[config.mk]
export PLATFORM = sky130hd
export DESIGN_NAME = lsu_mem_port
export DESIGN_NICKNAME = d
export VERILOG_FILES = /design/src/rtl/lsu_pkg.sv /design/src/rtl/lsu_align.sv /design/src/rtl/lsu_mem_port.sv
export SDC_FILE = /design/constraint.sdc
export NUM_CORES = 1
export LEC_CHECK = 0
export CAP_MARGIN = 20
export CORE_MARGIN = 8
export CORE_UTILIZATION = 50
export CTS_CLUSTER_DIAMETER = 120
export CTS_CLUSTER_SIZE = 10
export DETAILED_ROUTE_END_ITERATION = 12
export PLACE_DENSITY_LB_ADDON = 0.2
export SKIP_CTS_REPAIR_TIMING = 1
export SYNTH_ARGS = -nofsm -noshare
export SYNTH_HDL_FRONTEND = slang
export SYNTH_HIERARCHICAL = 1
export SYNTH_SLANG_ARGS = --single-unit
[constraint.sdc]
create_clock -name clk -period 4.7 [get_ports clk]
set_input_delay 1.175 -clock clk [delete_from_list [all_inputs] [get_ports clk]]
set_output_delay 1.175 -clock clk [all_outputs]
set_load 0.01 [all_outputs]
[src/rtl/lsu_pkg.sv]
// lsu_pkg: shared types and constants for the load/store memory port.
//   lsu_state_e  - sequencer states (IDLE, ACCESS, WRITE, RESP)
//   F3_*         - RV32I load/store width/sign codes
//   f3_supported - 1 when a funct3 code is legal for the given direction
package lsu_pkg;

   typedef enum logic [1:0] {
      IDLE   = 2'd0,
      ACCESS = 2'd1,
      WRITE  = 2'd2,
      RESP   = 2'd3
   } lsu_state_e;

   localparam logic [2:0] F3_B  = 3'b000;
   localparam logic [2:0] F3_H  = 3'b001;
   localparam logic [2:0] F3_W  = 3'b010;
   localparam logic [2:0] F3_BU = 3'b100;
   localparam logic [2:0] F3_HU = 3'b101;

   // Stores have no unsigned variants; loads accept all five codes.
   function automatic logic f3_supported(input logic we, input logic [2:0] f3);
      logic ok;
      ok = (f3 == F3_B) || (f3 == F3_H) || (f3 == F3_W);
      if (!we) begin
         ok = ok || (f3 == F3_BU) || (f3 == F3_HU);
      end
      return ok;
   endfunction

endpackage

[src/rtl/lsu_align.sv]
// lsu_align: combinational byte/half lane handling for the load/store port.
//   ld_word, ld_off, ld_funct3 -> ld_data : extract and sign/zero-extend a load
//   st_old, st_wdata, st_off, st_funct3 -> st_data : merge store data into a word
module lsu_align
   import lsu_pkg::*;
(
   input  logic [31:0] ld_word,
   input  logic [1:0]  ld_off,
   input  logic [2:0]  ld_funct3,
   output logic [31:0] ld_data,
   input  logic [31:0] st_old,
   input  logic [31:0] st_wdata,
   input  logic [1:0]  st_off,
   input  logic [2:0]  st_funct3,
   output logic [31:0] st_data
);

   function automatic logic [31:0] load_extract(input logic [31:0] word,
                                                input logic [1:0]  off,
                                                input logic [2:0]  f3);
      logic [7:0]  b;
      logic [15:0] h;
      logic [31:0] r;
      b = word[{off, 3'b000} +: 8];
      h = off[1] ? word[31:16] : word[15:0];
      case (f3)
         F3_B:    r = {{24{b[7]}}, b};
         F3_H:    r = {{16{h[15]}}, h};
         F3_W:    r = word;
         F3_BU:   r = {24'h0, b};
         F3_HU:   r = {16'h0, h};
         default: r = 32'h0;
      endcase
      return r;
   endfunction

   function automatic logic [31:0] store_merge(input logic [31:0] old,
                                               input logic [31:0] wdata,
                                               input logic [1:0]  off,
                                               input logic [2:0]  f3);
      logic [31:0] r;
      r = old;
      case (f3)
         F3_B: r[{off, 3'b000} +: 8] = wdata[7:0];
         F3_H: begin
            if (off[1]) r[31:16] = wdata[15:0];
            else        r[15:0]  = wdata[15:0];
         end
         F3_W:    r = wdata;
         default: r = old;
      endcase
      return r;
   endfunction

   assign ld_data = load_extract(ld_word, ld_off, ld_funct3);
   assign st_data = store_merge(st_old, st_wdata, st_off, st_funct3);

endmodule

[src/rtl/lsu_mem_port.sv]
// lsu_mem_port: single-outstanding load/store initiator for a word-addressed
// data memory without byte enables. Sub-word stores are done as
// read-modify-write (ACCESS reads the old word, WRITE stores the merged word).
//   Request : req_valid/req_ready handshake, req_we, req_funct3, req_addr, req_wdata
//   Response: resp_valid (1-cycle pulse), resp_rdata, resp_fault
//   Memory  : mem_write_en, mem_addr (word aligned), mem_write_data, mem_read_data
// Build option: define LSU_MISALIGN_FAULT_EN to fault misaligned half/word
// accesses; otherwise the low address bits are simply truncated.
module lsu_mem_port
   import lsu_pkg::*;
#(
   parameter int ADDR_W = 32
) (
   input  logic              clk,
   input  logic              rst,
   input  logic              req_valid,
   output logic              req_ready,
   input  logic              req_we,
   input  logic [2:0]        req_funct3,
   input  logic [ADDR_W-1:0] req_addr,
   input  logic [31:0]       req_wdata,
   output logic              resp_valid,
   output logic [31:0]       resp_rdata,
   output logic              resp_fault,
   output logic              mem_write_en,
   output logic [ADDR_W-1:0] mem_addr,
   output logic [31:0]       mem_write_data,
   input  logic [31:0]       mem_read_data
);

   lsu_state_e        state_reg, state_next;
   logic [ADDR_W-1:0] addr_reg, addr_next;
   logic              we_reg, we_next;
   logic [2:0]        f3_reg, f3_next;
   logic [31:0]       wdata_reg, wdata_next;
   logic [31:0]       old_reg, old_next;
   logic [31:0]       rdata_reg, rdata_next;
   logic              fault_reg, fault_next;
   logic              write_strobe;
   logic              req_misaligned;
   logic              req_fault;
   logic [31:0]       ld_data;
   logic [31:0]       st_data;
   logic [ADDR_W-1:0] word_addr;

`ifdef LSU_MISALIGN_FAULT_EN
   assign req_misaligned = (((req_funct3 == F3_H) || (req_funct3 == F3_HU)) && req_addr[0])
                         || ((req_funct3 == F3_W) && (req_addr[1:0] != 2'b00));
`else
   assign req_misaligned = 1'b0;
`endif

   assign req_fault = !f3_supported(req_we, req_funct3) || req_misaligned;
   assign word_addr = {addr_reg[ADDR_W-1:2], 2'b00};

   lsu_align u_align (
      .ld_word   (mem_read_data),
      .ld_off    (addr_reg[1:0]),
      .ld_funct3 (f3_reg),
      .ld_data   (ld_data),
      .st_old    (old_reg),
      .st_wdata  (wdata_reg),
      .st_off    (addr_reg[1:0]),
      .st_funct3 (f3_reg),
      .st_data   (st_data)
   );

   always_ff @(posedge clk) begin
      if (rst) begin
         state_reg <= IDLE;
         addr_reg  <= '0;
         we_reg    <= 1'b0;
         f3_reg    <= 3'b000;
         wdata_reg <= 32'h0;
         old_reg   <= 32'h0;
         rdata_reg <= 32'h0;
         fault_reg <= 1'b0;
      end else begin
         state_reg <= state_next;
         addr_reg  <= addr_next;
         we_reg    <= we_next;
         f3_reg    <= f3_next;
         wdata_reg <= wdata_next;
         old_reg   <= old_next;
         rdata_reg <= rdata_next;
         fault_reg <= fault_next;
      end
   end

   always_comb begin
      state_next     = state_reg;
      addr_next      = addr_reg;
      we_next        = we_reg;
      f3_next        = f3_reg;
      wdata_next     = wdata_reg;
      old_next       = old_reg;
      rdata_next     = rdata_reg;
      fault_next     = fault_reg;
      req_ready      = 1'b0;
      resp_valid     = 1'b0;
      write_strobe   = 1'b0;
      mem_addr       = '0;
      mem_write_data = 32'h0;
      case (state_reg)
         IDLE: begin
            req_ready = 1'b1;
            if (req_valid) begin
               addr_next  = req_addr;
               we_next    = req_we;
               f3_next    = req_funct3;
               wdata_next = req_wdata;
               rdata_next = 32'h0;
               fault_next = req_fault;
               // Faulting requests never touch memory.
               state_next = req_fault ? RESP : ACCESS;
            end
         end
         ACCESS: begin
            mem_addr = word_addr;
            if (!we_reg) begin
               rdata_next = ld_data;
               state_next = RESP;
            end else if (f3_reg == F3_W) begin
               write_strobe   = 1'b1;
               mem_write_data = wdata_reg;
               state_next     = RESP;
            end else begin
               old_next   = mem_read_data;
               state_next = WRITE;
            end
         end
         WRITE: begin
            mem_addr       = word_addr;
            write_strobe   = 1'b1;
            mem_write_data = st_data;
            state_next     = RESP;
         end
         RESP: begin
            resp_valid = 1'b1;
            rdata_next = 32'h0;
            fault_next = 1'b0;
            state_next = IDLE;
         end
         default: state_next = IDLE;
      endcase
   end

   // Gating with rst guarantees an aborted read-modify-write leaves memory intact.
   assign mem_write_en = write_strobe && !rst;
   assign resp_rdata   = rdata_reg;
   assign resp_fault   = fault_reg;

endmodule

### Word-level counts from Yosys, hierarchy flattened

Index checks and enable logic that the tools add are counted.

| operators by class | value |
|---|---|
| equal/unequal tests | 13 |
| $add $sub $neg | 1 |
| shift operators | 3 |
| multiplexer cells | 26 |
| bitwise logic cells | 1 |
| reduce and logical (&&, ||, !) cells | 17 |

Operator list:

| cell | count |
|---|---|
| $pmux 32 s3 | 2 |
| $mux 32 | 5 |
| $pmux 32 s5 | 1 |
| $pmux 32 s2 | 1 |
| $mux 16 | 3 |
| $bwmux 32 | 1 |
| $shift 8x7->32 const A | 1 |
| $shiftx 32x6->8 | 1 |
| $shiftx 8x7->32 | 1 |
| $eq 3x3->1 const B | 4 |
| $mux 1 | 8 |
| $pmux 2 s4 | 1 |
| $neg 5->7 | 1 |
| $eq 3x1->1 const B | 2 |
| $eq 3x2->1 const B | 2 |
| $logic_not 3->1 | 2 |
| $reduce_and 3->1 | 2 |
| $eq 2x2->1 const B | 2 |
| $logic_or 1x1->1 | 4 |
| $mux 2 | 2 |
| $ne 2x2->1 const B | 2 |
| $pmux 1 s2 | 2 |
| $reduce_and 2->1 | 2 |
| $reduce_bool 3->1 | 1 |
| other kinds (7) | 8 |

| word-level totals | value |
|---|---|
| output and inout bits | 100 |
| input port bits | 103 |
| bits in registers | 135 |
| word-level logic and storage cells | 69 |

### Longest topological paths before layout

Gate-level depths: netlist (run 1).

| logic depth | value |
|---|---|
| depth after elaboration | 9 |
| gate-level depth with buffers | 9 |
| gate-level depth less buffers | 7 |

### Hierarchy

Netlist (run 1), hierarchy kept.

Modules (own cells, without submodules):

| module | times used | sequential area each (um^2) | area an instance (um^2) | cells an instance |
|---|---|---|---|---|
| lsu_mem_port | 1 | 2,702.6 | 5,604.1 | 619 |
| lsu_align | 1 | 0.0 | 1,924.3 | 261 |

### Worst setup path after synthesis (run 1)

No wires, ideal clock.

| timing | value |
|---|---|
| path type | reg2out |
| start | register addr_reg[1] |
| end | output port mem_write_data[16] |
| slack | 1,152 ps |
| data arrival time | 2,373 ps |
| path buffers | 2 |
| required time | 3,525 ps |
| cell stages (with the launch flop) | 10 |
| cells stage by stage | dfxtp_1 -> clkbuf_1 -> inv_1 -> ha_1 -> nor4bb_1 -> buf_1 -> a32oi_1 -> a221oi_1 -> a21o_1 -> a22o_1 |

| between the ends | value |
|---|---|
| word-level cells in the longest chain between the ends | 5 |
| elaborated cells between the ends (all ways) | 7 |
| those cells by class | add/sub: 1; shift: 2; mux: 4 |

Ends and longest elaborated chain:

| item | line | RTL |
|---|---|---|
| start: declaration | lsu_mem_port.sv:32 | `logic [ADDR_W-1:0] addr_reg, addr_next;` |
| start signal: assignment | lsu_mem_port.sv:80 | `addr_reg <= addr_next;` |
| $neg 5->7 | lsu_align.sv:44 | `F3_B: r[{off, 3'b000} +: 8] = wdata[7:0];` |
| $shiftx 8x7->32 / $shift 8x7->32 (equally long branches) | lsu_align.sv:44 |  |
| $bwmux 32 | lsu_align.sv:44 |  |
| $pmux 32 s3 (*) | lsu_align.sv:43 | `case (f3)` |
| named net st_data[16] | lsu_mem_port.sv:43 | `logic [31:0] st_data;` |
| $pmux 32 s2 (*) | lsu_mem_port.sv:104 | `case (state_reg)` |
| end: declaration | lsu_mem_port.sv:27 | `output logic [31:0] mem_write_data,` |

The timed path passes the listed nets; every way through them passes the cells marked *.

### Final worst setup path (run 1)

| timing | value |
|---|---|
| start | register addr_reg[0] |
| end | output port mem_write_data[14] |

| between the ends | value |
|---|---|
| word-level cells in the longest chain between the ends | 5 |
| elaborated cells between the ends (all ways) | 6 |
| those cells by class | add/sub: 1; shift: 2; mux: 3 |

Ends and longest elaborated chain:

| item | line |
|---|---|
| $neg 5->7 (*) | lsu_align.sv:44 |
| $shiftx 8x7->32 / $shift 8x7->32 (equally long branches) | lsu_align.sv:44 |
| $bwmux 32 (*) | lsu_align.sv:44 |
| $pmux 32 s3 (*) | lsu_align.sv:43 |
| named net st_data[14] | lsu_mem_port.sv:43 |
| $pmux 32 s2 (*) | lsu_mem_port.sv:104 |

Marks and branches as above.

==> out/metrics.cfg, run 1 <==
[clock_tree]
cts_tree=yes
htreeDepth=4
root_buffer=clkbuf_16
cts_buffers=17
clkSinkCount=135
clk_pin_slew_ps=60
cts_buffer_depth=2
worstSkewPairLatency_ps=420

[sta]
hold_viol_final=0
min_period_over_period_pct=98.0
fin_worst_skew_ps=7.90
maxSlewViolCount=0
finalSetupTns_ps=0
tightestPinTransition_ps=982
period_needed_ps=4600
setup_slack_ps=96.3
rsz0062_at_grt=yes
max_freq_mhz=217
setup_violations=0
max-slew-margin-rel_pct=34.5

[routing]
first_iter_violations=634
via_per_inst=5.86
vias=7250
wirelength_um=24400
drtPass1Iterations=7
drc=0
wl_per_cell_um=19.7
route.antenna.remaining_nets=0

[worst_setup_path]
required_ps=3520
worst-setup-path-type=reg -> out
r2r_setup_slack_ps=2240
r2r_cells=5
r2r-end=resp_rdata[1]
path_max_fanout=10
critical_path_arrival_ps=3430
critPathLaunchType=flip-flop
critPathLaunch=addr_reg[0]
worstReg2RegStart=f3_reg[2]
end_kind=primary output
endpoint=mem_write_data[14]

[placed_design]
numPortBuffers=200
dp_hpwl_um=17200
placed_cells_incl_taps=1207
dp_slack_ps=617
postPlaceCellArea_um2=9490
gp_congestion=0.878

[synthesis]
postSynthCellCount=880
yosysSeqAreaShare_pct=35.9
syn_area_per_cell_um2=8.56
yosys_warnings=6
synth_area_um2=7530
synth_seq_cells=135
yosysTopAreaCell=dfxtp_1
synth_edf_count=0
synthTopCellsByArea=dfxtp_1, a22o_1, nand2_1, nand2b_1, mux2i_1
async_flop_share_pct=0
synth_top_area_share_pct=35.9
synth_ff_type=dfxtp_1
ys_types=60

[layout]
antenna_cells=0
fin_cells=1238
area_delta_synth_final_pct=33.7
drive_above_1_share_pct=7.71
finish.instance_area_um2=10100
final_common_cell=clkdlybuf4s50_1
final_cell_mix=clkdlybuf4s50_1, nand2_1, dfxtp_1
fin_nets=1150

[die]
die_area_um2=19200
start_util_pct=50.3
row_count=45
core_area_um2=15000
io_pins=203
die_h_um=139
die_w_um=139

[global_routing]
track_usage_pct=24.4
grt_pass1_wl_um=37800
grt-ovfl-total=0
antenna_found_initial=0
grt_pass1_vias=6871
grt_max_degree=75

[pwr]
finalPower_uw=4510
power.leakage_uw=0.00380
max-vdd-ir-drop_mv=0.338
power_density_nw_per_um2=449

[flow_run]
maxCapViolCount=0

[hold_path]
hold_class=reg -> reg
hold_start=addr_reg[28]

[run_status]
status=finished, final reports clean

worst max-delay path, stage by stage (launching register included):
cell and delay, ps:
dfxtp_1 520, inv_1 180, ha_1 360, nand2_1 80, nor4b_2 780, a222oi_1 260
inv_1 90, a22o_1 180, clkdlybuf4s50_1 560
layout make-up:
cell class | instances | area [um2]
fillers | 1293 | 4910
repair buffers | 218 | 2150
flip-flops and latches | 135 | 2700
multi-input cells | 653 | 4350
well taps | 188 | 235
inverters | 13 | 48.8
clock inverters | 14 | 150
clock buffers | 17 | 425
cells by family after synthesis:
| logic type | count (synthesis) | synth area share, % |
|---|---|---|
| AO/OA/AOI/OAI | 281 | 28.6 |
| adder cells (fa/ha/maj) | 9 | 1.50 |
| buffers and inverters | 93 | 6.47 |
| AND/OR/NAND/NOR | 319 | 21.7 |
| flip-flops | 135 | 35.9 |
| multiplexers | 42 | 5.80 |
| other | 1 | 0.0498 |
layer usage:
layer | GRT usage (%) | share of wire, % | vias to the layer above
li1 | - | - | 3470
met1 | 29.0 | 41 | 3430
met2 | 39.6 | 48 | 309
met3 | 7.61 | 8.3 | 41
met4 | 10.9 | 3.1 | 0
met5 | 0 | 0 | -
worst min-delay path by stage:
stage / to / slack (ps) / cells past startpoint
2_1_floorplan: addr_reg[10] / 430 / 2
3_3_place_gp: addr_reg[8] / 440 / 2
3_5_place_dp: addr_reg[26] / 440 / 2
4_1_cts: addr_reg[26] / 450 / 2
5_1_grt: addr_reg[30] / 470 / 2
6_report: addr_reg[28] / 450 / 2
metrics by stage:
stage,util (%),hold slack (ps)
global route,67.2,467
detailed placement,63.3,442
floorplan,-,432
global placement,63.2,437
finish,67.2,448
CTS,67.2,450
synth_stat cells, types with 11 or more instances:
master    count
nand2_1     162
dfxtp_1     135
a22o_1       75
a21oi_1      73
nand2b_1     68
mux2i_1      41
and2_1       33
buf_2        29
clkbuf_1     28
a21o_1       19
nor2_1       19
a221o_1      15
a221oi_1     15
a22oi_1      15
a21o_2       13
a222oi_1     13
inv_1        13
nor2b_1      12
o21ai_0      11
power breakdown:
part | internal (uW) | leakage (uW) | switching (uW)
Combinational | 748 | 0.00244 | 959
Clock | 780 | 0.000264 | 536
Sequential | 1320 | 0.00110 | 172
Total | 2850 | 0.00380 | 1670
No activity file was read; power rests on OpenSTA's default activity.
==> run 2, diff against run 1 <==
TNS_END_PERCENT = 5   (was unset)
==> results of run 2 <==
Same layout as run 1: the final DEF is identical, and so are final timing and power.
